[src/rtl/seg_frame_decoder_pkg.sv]
// +--------------------------------------------------------------------+
// | seg_dec_pkg : shared types, blank code and digit table for the     |
// |               whack-a-mole segment-bus decoder                     |
// | Revision    : 1.0                                                  |
// +--------------------------------------------------------------------+
`default_nettype none

package seg_dec_pkg;

   typedef enum logic [1:0] {
      SYNC = 2'd0,
      PLAY = 2'd1,
      OVER = 2'd2
   } dec_state_e;

   typedef enum logic [1:0] {
      BLANK   = 2'd0,
      MOLE    = 2'd1,
      DIGIT   = 2'd2,
      ILLEGAL = 2'd3
   } frame_class_e;

   typedef struct packed {
      frame_class_e cls;
      logic [3:0]   val;
   } frame_info_t;

   localparam logic [6:0] SEG_BLANK = 7'h7F;

   // Active-low gfedcba patterns; entry 0 sits in the low slice.
   localparam logic [15:0][6:0] DIGIT_TABLE = {
      7'h0E, 7'h06, 7'h21, 7'h46, 7'h03, 7'h08, 7'h10, 7'h00,
      7'h78, 7'h02, 7'h12, 7'h19, 7'h30, 7'h24, 7'h79, 7'h40
   };

   function automatic frame_info_t classify_frame(input logic [7:0] frame);
      frame_info_t info;
      logic [2:0]  pos;
      logic [3:0]  idx;
      logic        hit;
      int          zeros;
      pos   = '0;
      idx   = '0;
      hit   = 1'b0;
      zeros = 0;
      for (int i = 0; i < 7; i++) begin
         if (!frame[i]) begin
            zeros++;
            pos = 3'(i);
         end
      end
      for (int j = 0; j < 16; j++) begin
         if (!hit && frame[6:0] == DIGIT_TABLE[j]) begin
            hit = 1'b1;
            idx = 4'(j);
         end
      end
      info.cls = ILLEGAL;
      info.val = '0;
      if (frame[7]) begin
         if (frame[6:0] == SEG_BLANK) begin
            info.cls = BLANK;
         end else if (zeros == 1) begin
            info.cls = MOLE;
            info.val = {1'b0, pos};
         end
      end else if (hit) begin
         info.cls = DIGIT;
         info.val = idx;
      end
      return info;
   endfunction

endpackage

`default_nettype wire

[src/rtl/seg_stable_filter.sv]
// +--------------------------------------------------------------------+
// | seg_stable_filter : pin synchroniser plus run-length filter that   |
// |                     strobes each distinct stable frame once        |
// | Revision          : 1.0                                            |
// +--------------------------------------------------------------------+
`default_nettype none

module seg_stable_filter
   import seg_dec_pkg::*;
#(
   parameter int STABLE_CYCLES = 4,
   parameter int SYNC_STAGES   = 2
) (
   input  logic       clk,
   input  logic       rst_n,
   input  logic [7:0] frame_in,
   output logic [7:0] frame_out,
   output logic       accept
);

   localparam int              CW      = $clog2(STABLE_CYCLES);
   localparam logic [CW-1:0]   CNT_MAX = CW'(STABLE_CYCLES - 1);
   localparam logic [7:0]      RST_FRM = {1'b1, SEG_BLANK};

   logic [SYNC_STAGES-1:0][7:0] sync_q, sync_d;
   logic [7:0]                  cand_q, cand_d;
   logic [7:0]                  last_q, last_d;
   logic [CW-1:0]               cnt_q, cnt_d;
   logic                        accept_q, accept_d;
   logic [7:0]                  frame_s;

   assign frame_s = sync_q[SYNC_STAGES-1];

   always_comb begin
      sync_d   = {sync_q[SYNC_STAGES-2:0], frame_in};
      cand_d   = cand_q;
      cnt_d    = cnt_q;
      last_d   = last_q;
      accept_d = 1'b0;
      if (frame_s != cand_q) begin
         cand_d = frame_s;
         cnt_d  = '0;
      end else if (cnt_q != CNT_MAX) begin
         cnt_d = cnt_q + 1'b1;
      end
      // Remembering the last accepted frame is what makes each frame fire once.
      if (cnt_q == CNT_MAX && frame_s == cand_q && cand_q != last_q) begin
         accept_d = 1'b1;
         last_d   = cand_q;
      end
   end

   always_ff @(posedge clk or negedge rst_n) begin
      if (!rst_n) begin
         sync_q   <= {SYNC_STAGES{RST_FRM}};
         cand_q   <= RST_FRM;
         last_q   <= RST_FRM;
         cnt_q    <= '0;
         accept_q <= 1'b0;
      end else begin
         sync_q   <= sync_d;
         cand_q   <= cand_d;
         last_q   <= last_d;
         cnt_q    <= cnt_d;
         accept_q <= accept_d;
      end
   end

   assign frame_out = last_q;
   assign accept    = accept_q;

endmodule

`default_nettype wire

[src/rtl/seg_frame_decoder.sv]
// +--------------------------------------------------------------------+
// | seg_frame_decoder : recovers game state from the active-low        |
// |                     7-segment bus; SEG_DECODE_ERR_COUNT_EN adds    |
// |                     a saturating illegal-frame counter             |
// | Revision          : 1.0                                            |
// +--------------------------------------------------------------------+
`default_nettype none

module seg_frame_decoder
   import seg_dec_pkg::*;
#(
   parameter int STABLE_CYCLES = 4,
   parameter int SYNC_STAGES   = 2
) (
   input  logic       clk,
   input  logic       rst_n,
   input  logic [6:0] seg_in,
   input  logic       dp_in,
   output logic [2:0] mole_pos,
   output logic       mole_valid,
   output logic       mole_change,
   output logic [7:0] mole_count,
   output logic       game_start,
   output logic       game_over,
   output logic [3:0] score_nib,
   output logic       score_valid,
   output logic       frame_err,
   output logic [7:0] err_cnt
);

   logic [7:0]  frame;
   logic        accept;
   frame_info_t info;

   dec_state_e  state_q, state_d;
   logic [2:0]  mole_pos_q, mole_pos_d;
   logic        mole_valid_q, mole_valid_d;
   logic        mole_change_q, mole_change_d;
   logic [7:0]  mole_count_q, mole_count_d;
   logic        game_start_q, game_start_d;
   logic        game_over_q, game_over_d;
   logic [3:0]  score_nib_q, score_nib_d;
   logic        score_valid_q, score_valid_d;
   logic        frame_err_q, frame_err_d;

   seg_stable_filter #(
      .STABLE_CYCLES (STABLE_CYCLES),
      .SYNC_STAGES   (SYNC_STAGES)
   ) u_filter (
      .clk       (clk),
      .rst_n     (rst_n),
      .frame_in  ({dp_in, seg_in}),
      .frame_out (frame),
      .accept    (accept)
   );

   assign info = classify_frame(frame);

   always_ff @(posedge clk or negedge rst_n) begin
      if (!rst_n) state_q <= SYNC;
      else        state_q <= state_d;
   end

   always_comb begin
      state_d = state_q;
      if (accept) begin
         if (info.cls == MOLE)       state_d = PLAY;
         else if (info.cls == DIGIT) state_d = OVER;
      end
   end

   always_comb begin
      mole_pos_d    = mole_pos_q;
      mole_valid_d  = mole_valid_q;
      mole_count_d  = mole_count_q;
      score_nib_d   = score_nib_q;
      score_valid_d = score_valid_q;
      mole_change_d = 1'b0;
      game_start_d  = 1'b0;
      game_over_d   = 1'b0;
      frame_err_d   = 1'b0;
      if (accept) begin
         unique case (info.cls)
            BLANK: mole_valid_d = 1'b0;
            MOLE: begin
               mole_pos_d    = info.val[2:0];
               mole_valid_d  = 1'b1;
               mole_change_d = 1'b1;
               if (state_q != PLAY) begin
                  game_start_d  = 1'b1;
                  mole_count_d  = 8'd1;
                  score_valid_d = 1'b0;
               end else if (mole_count_q != 8'hFF) begin
                  mole_count_d = mole_count_q + 8'd1;
               end
            end
            DIGIT: begin
               score_nib_d   = info.val;
               score_valid_d = 1'b1;
               mole_valid_d  = 1'b0;
               // A score seen straight out of reset is a resync, not an ending.
               game_over_d   = (state_q == PLAY);
            end
            default: frame_err_d = 1'b1;
         endcase
      end
   end

   always_ff @(posedge clk or negedge rst_n) begin
      if (!rst_n) begin
         mole_pos_q    <= '0;
         mole_valid_q  <= 1'b0;
         mole_change_q <= 1'b0;
         mole_count_q  <= '0;
         game_start_q  <= 1'b0;
         game_over_q   <= 1'b0;
         score_nib_q   <= '0;
         score_valid_q <= 1'b0;
         frame_err_q   <= 1'b0;
      end else begin
         mole_pos_q    <= mole_pos_d;
         mole_valid_q  <= mole_valid_d;
         mole_change_q <= mole_change_d;
         mole_count_q  <= mole_count_d;
         game_start_q  <= game_start_d;
         game_over_q   <= game_over_d;
         score_nib_q   <= score_nib_d;
         score_valid_q <= score_valid_d;
         frame_err_q   <= frame_err_d;
      end
   end

`ifdef SEG_DECODE_ERR_COUNT_EN
   logic [7:0] err_cnt_q, err_cnt_d;

   always_comb begin
      err_cnt_d = err_cnt_q;
      if (frame_err_d && err_cnt_q != 8'hFF) err_cnt_d = err_cnt_q + 8'd1;
   end

   always_ff @(posedge clk or negedge rst_n) begin
      if (!rst_n) err_cnt_q <= '0;
      else        err_cnt_q <= err_cnt_d;
   end

   assign err_cnt = err_cnt_q;
`else
   assign err_cnt = 8'h00;
`endif

   assign mole_pos    = mole_pos_q;
   assign mole_valid  = mole_valid_q;
   assign mole_change = mole_change_q;
   assign mole_count  = mole_count_q;
   assign game_start  = game_start_q;
   assign game_over   = game_over_q;
   assign score_nib   = score_nib_q;
   assign score_valid = score_valid_q;
   assign frame_err   = frame_err_q;

endmodule

`default_nettype wire
[config.mk]
export PLATFORM = sky130hd
export DESIGN_NAME = seg_frame_decoder
export DESIGN_NICKNAME = d
export VERILOG_FILES = /design/src/rtl/seg_frame_decoder_pkg.sv /design/src/rtl/seg_stable_filter.sv /design/src/rtl/seg_frame_decoder.sv
export SDC_FILE = /design/constraint.sdc
export NUM_CORES = 1
export LEC_CHECK = 0
export ABC_CLOCK_PERIOD_IN_PS = 8000
export CORE_ASPECT_RATIO = 0.75
export CORE_MARGIN = 4
export CORE_UTILIZATION = 45
export CTS_CLUSTER_DIAMETER = 60
export CTS_CLUSTER_SIZE = 24
export DETAILED_ROUTE_END_ITERATION = 8
export GPL_TIMING_DRIVEN = 0
export PLACE_DENSITY = 0.74
export SLEW_MARGIN = 20
export SYNTH_ARGS = -nofsm -noshare
export SYNTH_HDL_FRONTEND = slang
export SYNTH_SLANG_ARGS = --single-unit
[constraint.sdc]
create_clock -name clk -period 8 [get_ports clk]
set_input_delay 2.4 -clock clk [delete_from_list [all_inputs] [get_ports clk]]
set_output_delay 2.4 -clock clk [all_outputs]
set_load 0.1 [all_outputs]
# Yosys cells after proc, flatten, opt, wreduce, memory -nomap -nowiden
# Cells that the tools add are included.
[op_classes]
add_sub_neg = 8
n_mul = 0
n_div = 0
order_cmp = 0
n_eq_ne = 28
shift = 0
mux = 68
bitwise = 0
n_reduce_logical = 46
[op_table]
columns = ["operator", "count"]
rows = [
  ["adder 32 x 2 -> 32 bit (second input constant)", 6],
  ["2-to-1 mux 32 bit", 6],
  ["2-to-1 mux 4 bit", 15],
  ["equality test 7 bit (second input constant)", 5],
  ["equality test 32 x 2 -> 1 bit (second input constant)", 1],
  ["2-to-1 mux 1 bit", 30],
  ["equality test 7 x 5 -> 1 bit (second input constant)", 3],
  ["equality test 7 x 6 -> 1 bit (second input constant)", 3],
  ["logical AND 1 bit", 17],
  ["2-to-1 mux 8 bit", 2],
  ["inequality test 8 bit", 2],
  ["logical NOT 1 bit", 15],
  ["equality test 7 x 2 -> 1 bit (second input constant)", 2],
  ["equality test 7 x 4 -> 1 bit (second input constant)", 2],
  ["2-to-1 mux 2 bit", 6],
  ["2-to-1 mux 3 bit", 4],
  ["2-to-1 mux 6 bit", 2],
  ["adder 8 x 1 -> 8 bit (second input constant)", 1],
  ["equality test 8 bit", 1],
  ["inequality test 8 bit (second input constant)", 1],
  ["AND reduction 2 bit", 4],
  ["nonzero test 2 bit", 4],
  ["equality test 7 x 3 -> 1 bit (second input constant)", 1],
  ["logical NOT 7 bit", 1],
  ["other kinds (11)", 16],
]
[word_totals]
ff_bits = 58
latchBits = 0
ramBits = 0
romBits = 0
inputBits = 10
output_inout_bits = 29
word_cells = 166
memories = 0

# Depth between registers and ports, before layout
# Gate-level depths: netlist of the first run.
[depth]
depth_word = 53
ltp_mapped = 27
depth_no_buf = 26

# Cells and area by module
# From an unflattened synthesis of the first run, not the netlist that was laid out.
[unflattened]
hier_cells = 327
hier_area_um2 = 3514.6
[by_module_without_submodules]
columns = ["mod", "instances", "cells_each", "area_each_um2"]
rows = [
  ["seg_frame_decoder", 1, 248, 2210.9],
  ["seg_stable_filter", 1, 79, 1303.8],
]

# Worst setup path after synthesis of the first run
# Ideal clock, no wire load.
[synth_path]
path_kind = "register to register"
start = "register u_filter.last_q[2] (netlist: u_filter.frame_out[2])"
end = "register mole_count_q[5] (netlist: mole_count[5])"
setup_time_ns = 0.074
t_arrival_ns = 5.365
slack_ns = 2.561
path_stages_with_launch = 27
synth_period_minus_slack_ns = 5.439
path_cell_list = "dfstp_2 > buf_2 > buf_2 > buf_1 > xnor2_1 > ha_1 > nand2b_1 > nand2_1 > ha_1 > nor2_1 > a31oi_1 > ha_1 > mux2_2 > ha_1 > nor2b_1 > xnor2_1 > o311a_1 > a311oi_2 > o211ai_1 > a21boi_1 > ha_1 > nand2_1 > a41oi_1 > and4_1 > nand3_1 > xor2_1 > nor2_1"
[synth_between]
elab_chain_cells = 51
elab_cells_between_ends = 79
classes_between = "add/sub: 4; eq/ne: 18; mux: 25; reduce/logical: 32"
[synth_lines]
columns = ["element", "line", "source"]
rows = [
  ["start, declared", "seg_stable_filter.sv:27", "logic [7:0] last_q, last_d;"],
  ["start signal, assigned", "seg_stable_filter.sv:63", "last_q <= last_d;"],
  ["branches (longest 48 deep; another with adder 32 x 2 -> 32 bit)", "-", ""],
  ["2-to-1 mux 6 bit (*)", "seg_frame_decoder_pkg.sv:60", "if (frame[7]) begin"],
  ["equality test 2 x 1 -> 1 bit (*)", "seg_frame_decoder.sv:83", "unique case (info.cls)"],
  ["AND reduction 3 bit (no source line) (*)", "-", ""],
  ["end signal, assigned", "seg_frame_decoder.sv:124", "mole_count_q <= mole_count_d;"],
  ["end, declared", "seg_frame_decoder.sv:39", "logic [7:0] mole_count_q, mole_count_d;"],
]
# Every way passes the cells marked *.
# A chain may end at the register's enable or synchronous reset.

# Worst setup path after layout of the first run
[layout_path]
start = "register u_filter.last_q[2] (netlist: u_filter.frame_out[2])"
end = "register mole_count_q[7] (netlist: mole_count[7])"
# Same word-level chain as after synthesis.

==> run summary, run 1 <==
Status: finished clean
Max-Cap Viols: 0
Post-CTS setup buffer count: 0
Die span in x: 106 um
Post-CTS Resized: 0
Global-route wire length before repair: 11.6 mm
P per Cell Area: 148 nW/um^2
Clk buf depth: 2
HP Start: u_filter.sync_d[14]
Worst r2r dst: mole_count[7]
Synth Register Bits: 58
CTS tree: yes
CTS root buffer: clkbuf_8
Crit start category: register
Setup Viol. Count Final: 0
Synth async-reset ratio: 100%
Arr. time, crit path: 6540 ps
Sw Pwr: 0.146 mW
Comb pwr share: 6.2%
Synthesis-to-finish area growth: 18.8%
Post-DRT Antenna Nets: 0
Vias/cell: 5.21
Gr usage total: 17.0%
WL per Instance: 14.2 um
Yosys cell types: 61
RR Startpoint: u_filter.frame_out[2]
Global-route congestion overflow total: 0
H-tree level count: 3
Hold violation count in the final report: 0
Sw Ratio: 25.4%
Largest net degree at the start of global routing: 59
I/O pins: 39
Most frequent cells in the layout: dfstp_2, nand2_1, clkdlybuf4s50_1, dfrtp_1
Final Util: 56.0%
Worst reg2reg path depth: 26
Max-slew violation count: 0
Starting Density: 47.1%
Setup WS pre-CTS: 1690 ps
Commonest non-fill, non-tap cell in the layout: dfstp_2
Hold depth: 0
Worst Hold Endpoint: u_filter.frame_s[6]
Starting DRT DRC Count: 109
Vias in the first global route: 2448
Yosys Warn Count: 0
Ant diodes: 0
Multi-input gate area: 1600 sq um
Setup TNS: 0 ps
Worst Hold Class: register to register
Minimum clock period: 6340 ps
Peak supply drop: 0.0988 mV
Setup WS post-layout: 1660 ps
DRC Markers: 0
TritonCTS Buffers: 9
Final-layout fill cell count: 674
Post-Synth XOR/XNOR Area: 9.46%
Cell Rows: 26
Maximum clock frequency: 158 MHz
CP Class: register to register
Worst-Skew Late Latency: 330 ps
Period utilization: 79.3%
Die area: 8700 sq um
Portion of total power attributed to the clock network: 39.9%
Static leakage: 1.66 nW
Hold WS: 354 ps
Setup crit end kind: register
Rel. slew slack: 33.4%
CTS Hold Buffers Added: 0
DIE HEIGHT: 81.8 um
Mux cell area share after synthesis: 1.34%
Syn avg cell area: 9.96 sq um
Unrepaired setup endpoints after global routing: no
Post-synthesis compound-gate area fraction: 12.6%
Clock sinks: 58
Worst R2R Setup Slack: 1660 ps
Power Total: 0.573 mW
Core area: 6930 sq um
Share of cells above drive strength 1: 17.3%
Initial antenna violation count: 0
Final net count: 401
Drt total wl: 6.81 mm
Post-synth EDFFs: 0
Sequential fraction of the synthesis area: 45.7%
Clock slew at reported path FFs: 70 ps
Clock skew: 11.3 ps
Slew @ Worst Pin: 996 ps
Drt pass-1 iters: 4
Syn Inst Count: 328
Dpl hpwl: 5.01 mm
Detailed-route via count: 2497
Ys flop type: dfstp_2
Post-Syn Area: 3270 sq um
Largest family of logic cells by synthesized area: simple AND/OR/NAND/NOR gates
Synth Area in Adders: 5.74%
Simple-Gate Fraction of Synth Area: 19.0%
Port buffer count: 30
GP Congestion: 0.925
Sequential Power Share: 53.9%
Register area: 1490 sq um
Internal power: 0.428 mW
Worst-path maximum fanout: 10
WP data required: 8190 ps
## stage by stage
stage          cell area [sq um]  cells
4_1_cts                     3880    479
5_1_grt                     3880    479
2_1_floorplan               3290    335
3_3_place_gp                3720    463
6_report                    3880    479
3_5_place_dp                3710    463
## worst max-delay path by stage
| stage | end | slack [ps] | start |
|---|---|---|---|
| after global routing | mole_count[5] | 1180 | u_filter.frame_out[2] |
| final | mole_count[7] | 1660 | u_filter.frame_out[2] |
| after global placement | mole_count[5] | 1840 | u_filter.frame_out[2] |
| after CTS | mole_count[7] | 1680 | u_filter.frame_out[2] |
| after detailed placement | mole_count[7] | 1690 | u_filter.frame_out[2] |
| after floorplan | mole_count[5] | 2560 | u_filter.frame_out[2] |
## cells by family after synthesis
family,Yosys count
AND/OR/NAND/NOR,117
AO/OA/AOI/OAI,58
flip-flops,58
buffers and inverters,44
XOR/XNOR,31
adder cells (fa/ha/maj),15
multiplexers,4
other,1
## routing by layer
metal / up-vias / global-route usage (%) / routed length (um)
met2: 61 / 25.4 / 3050
met5: - / 0 / 0
met3: 11 / 4.56 / 345
met4: 0 / 6.73 / 101
li1: 1222 / - / -
met1: 1203 / 23.7 / 3310
## state kept, by name (all words and copies together) (netlist names), 2 cells and up
register,flops
mole_pos,3
u_filter.sync_d,8
u_filter.frame_out,8
score_nib,4
u_filter.cand_q,8
u_filter.cnt_q,2
u_filter.frame_s,8
mole_count,8
state_q,2
## critical path: stages, from the launching register on
cell and delay (ps):
dfstp_2 510, buf_2 160, buf_2 240, buf_1 400, xnor2_1 130, ha_1 340
nand2b_1 140, nand2_1 80, ha_1 280, nor2_1 50, a31oi_1 220, ha_1 270
mux2_2 270, ha_1 180, nor2b_1 140, xnor2_1 200, o311a_1 370, a311oi_2 360
o211ai_1 210, a21boi_1 190, ha_1 230, nand2_1 130, a41oi_1 470, and4_1 340
nand3_1 110, xor2_1 150, nor2_1 50
## cell usage after synthesis, drive strengths merged, types with 5 or more instances
cell type	n	share of area, %
a31oi	5	0.96
a21oi	13	2.0
dfrtp	26	20
nand3	12	1.8
inv	11	1.3
and2	5	0.96
nor2b	8	1.5
nand4	5	0.96
nor2	20	2.3
o211ai	5	1.1
and3	9	1.7
xor2	23	6.2
ha	15	5.7
clkbuf	22	2.5
o21ai	10	1.5
xnor2	6	1.8
dfstp	32	26
nand2	31	3.6
buf	11	2.3
## power groups by stage
stage          Combinational (mW)  Sequential (mW)  Clock, mW
4_1_cts                    0.0361            0.309      0.237
6_report                   0.0355            0.309      0.229
3_3_place_gp               0.0354            0.314          0
3_5_place_dp               0.0359            0.314          0
2_1_floorplan              0.0248            0.313          0
5_1_grt                    0.0382            0.310      0.254
## cell type report
type                    instances  share of cell area, %
clock buffers                  10                   3.29
well taps                      98                   3.16
inverters                      11                   1.06
clock inverters                 6                   1.06
multi-input cells             233                   41.3
repair buffers                 30                   7.67
plain buffers                  33                   4.03
flip-flops and latches         58                   38.4
(Power assumes the default switching activity.)
==> inputs of run 2 (changes only) <==
Settings changed: ABC_CLOCK_PERIOD_IN_PS 8000 to 5400, PLACE_DENSITY 0.74 to 0.76.
Clock period 8 ns to 5.4 ns, I/O delays scaled along.
==> run summary, run 2 (synthesized netlist as in run 1, its figures left out) <==
Final instance area: 4290 sq um (+11%)
Largest net degree at the start of global routing: 59 (unchanged)
Setup crit end kind: register
Worst-Skew Late Latency: 330 ps (about the same)
Rel. slew slack: 34.4% (+0.94 points)
Detailed-route via count: 2612 (+4.6%)
Setup Viol. Count Final: 0 (unchanged)
CP dominant cell by count: ha_4
Vias/cell: 5.26 (+0.82%)
Arr. time, crit path: 5480 ps (-1060 ps)
Most frequent cells in the layout: dfstp_2, clkdlybuf4s50_1, nand2_1, buf_4, dfrtp_1
Sw Pwr: 0.203 mW (+40%)
Slew @ Worst Pin: 981 ps (-14.1 ps)
Crit-path leading delay family: adder cells
Sw Ratio: 21.0% (-4.4 points)
Multi-input gate area: 1780 sq um (+11%)
Slowest cell on the critical path: dfstp_2
Placed cells: 463 (unchanged)
Setup TNS: 0 ps (unchanged)
Unrepaired setup endpoints after global routing: yes
Drt pass-1 iters: 4 (unchanged)
H-tree level count: 3 (unchanged)
Fin cells: 497 (+3.8%)
Starting DRT DRC Count: 126 (+16%)
CTS root buffer: clkbuf_8
Period utilization: 97.6% (+18 points)
Register area: 1490 sq um (unchanged)
Setup WS pre-CTS: -828 ps (-2520 ps)
Starting Density: 47.1% (unchanged)
Commonest non-fill, non-tap cell in the layout: dfstp_2
Max-slew violation count: 0 (unchanged)
Cell Rows: 26 (unchanged)
Clock skew: 10.8 ps (-0.483 ps)
Die span in x: 106 um (unchanged)
Vias in the first global route: 2541 (+3.8%)
CP Class: register to register
CTS tree: yes
Die area: 8700 sq um (unchanged)
Clock slew at reported path FFs: 70 ps (about the same)
Clock sinks: 58 (unchanged)
Drt total wl: 7.34 mm (+7.8%)
TritonCTS Buffers: 9 (unchanged)
Core area: 6930 sq um (unchanged)
Buf+Inv Stages, Crit Path: 2 (-1)
Internal power: 0.765 mW (+79%)
Final-layout fill cell count: 590 (-12%)
Maximum clock frequency: 190 MHz (+20%)
DIE HEIGHT: 81.8 um (unchanged)
Setup WS post-layout: 129 ps (-1530 ps)
Worst-path maximum fanout: 7 (-3)
Final Util: 62.0% (+5.9 points)
Ant diodes: 0 (unchanged)
P per Cell Area: 226 nW/um^2 (+53%)
Static leakage: 1.82 nW (+10%)
Port buffer count: 30 (unchanged)
Hold violation count in the final report: 0 (unchanged)
Global-route congestion overflow total: 0 (unchanged)
Gr usage total: 17.8% (+0.76 points)
I/O pins: 39 (unchanged)
Minimum clock period: 5270 ps (-1070 ps)
Portion of total power attributed to the clock network: 47.3% (+7.4 points)
Global-route wire length before repair: 12.2 mm (+5.1%)
Initial antenna violation count: 0 (unchanged)
GP Congestion: 0.995 (+7.6%)
WL per Instance: 14.8 um (+3.9%)
WP data required: 5610 ps (-2580 ps)
Critical Path Source: u_filter.frame_out[0]
Crit start category: register
Share of cells above drive strength 1: 28.1% (+11 points)
Post-DP Area: 3720 sq um (+0.20%)
Worst path max stage delay: 580 ps (+70 ps)
Post-DRT Antenna Nets: 0 (unchanged)
Comb pwr share: 5.4% (-0.8 points)
CTS Hold Buffers Added: 0 (unchanged)
RR Startpoint: u_filter.frame_out[0]
Clk buf depth: 2 (unchanged)
Peak supply drop: 0.197 mV (+99%)
DRC Markers: 0 (unchanged)
HP Start: u_filter.sync_d[12]
Status: finished clean
Worst R2R Setup Slack: 130 ps (-1530 ps)
Dpl hpwl: 5.05 mm (+0.70%)
Sequential Power Share: 47.3% (-6.6 points)
Final net count: 419 (+4.5%)
Worst Hold Class: register to register
Max-Cap Viols: 0 (unchanged)
Synthesis-to-finish area growth: 31.4%
[run 2: cell types whose count changed in the layout (fill, tap and decap cells not counted), moves of 3 or more]
cell / previous run / this run
buf_4: 9 / 27
nand2_1: 31 / 27
clkbuf_8: 9 / 12
nand2_2: 0 / 3
buf_6: 0 / 4
ha_1: 15 / 10
ha_4: 0 / 4
[run 2: path summary, 6_finish.rpt]
kind                                        to  cells after the start
setup / recovery                 mole_count[6]                     26
hold / removal             u_filter.frame_s[4]                      0
setup reg to reg                 mole_count[6]                     26
hold reg to reg            u_filter.frame_s[4]                      0
max in group asynchronous        mole_count[1]                      1
min in group asynchronous         score_nib[0]                      1
[run 2: routing by layer]
layer  vias to the layer above  global-route usage, %  wire (um)
li1                       1258                      -          -
met1                      1253                   24.6       3430
met3                        11                   3.69        390
met2                        90                   27.2       3430
met4                         0                   7.76         91
met5                         -                      0          0
[run 2: repair_timing]
action	4_1_cts	5_1_grt
endpoints found under the hold margin	0	0
resized for setup	13	34
gates cloned	0	0
setup endpoints to repair	21	17
buffers inserted	13	7
pin swaps	7	14
[run 2: final cells by class]
type	instances	share of cell area [%]
inverter	11	1.02
clock inverter	2	1.40
sequential	58	34.7
multi-input combinational	233	41.5
clock buffer	14	4.02
tap	98	2.86
timing repair buffer	50	10.6
buffer	31	3.82
[run 2: metrics by stage]
step	hold WS, ps	power [mW]
global placement	346	0.517
finish	348	0.968
floorplan	345	0.501
CTS	351	0.983
global route	352	1.01
detailed placement	347	0.518
[run 2: power by group through the flow]
| stage | combinational (mW) | clock [mW] | sequential, mW |
|---|---|---|---|
| 2_1_floorplan | 0.0368 | 0 | 0.464 |
| 3_3_place_gp | 0.0523 | 0 | 0.465 |
| 3_5_place_dp | 0.0528 | 0 | 0.465 |
| 4_1_cts | 0.0530 | 0.472 | 0.458 |
| 5_1_grt | 0.0566 | 0.495 | 0.459 |
| 6_report | 0.0524 | 0.458 | 0.458 |
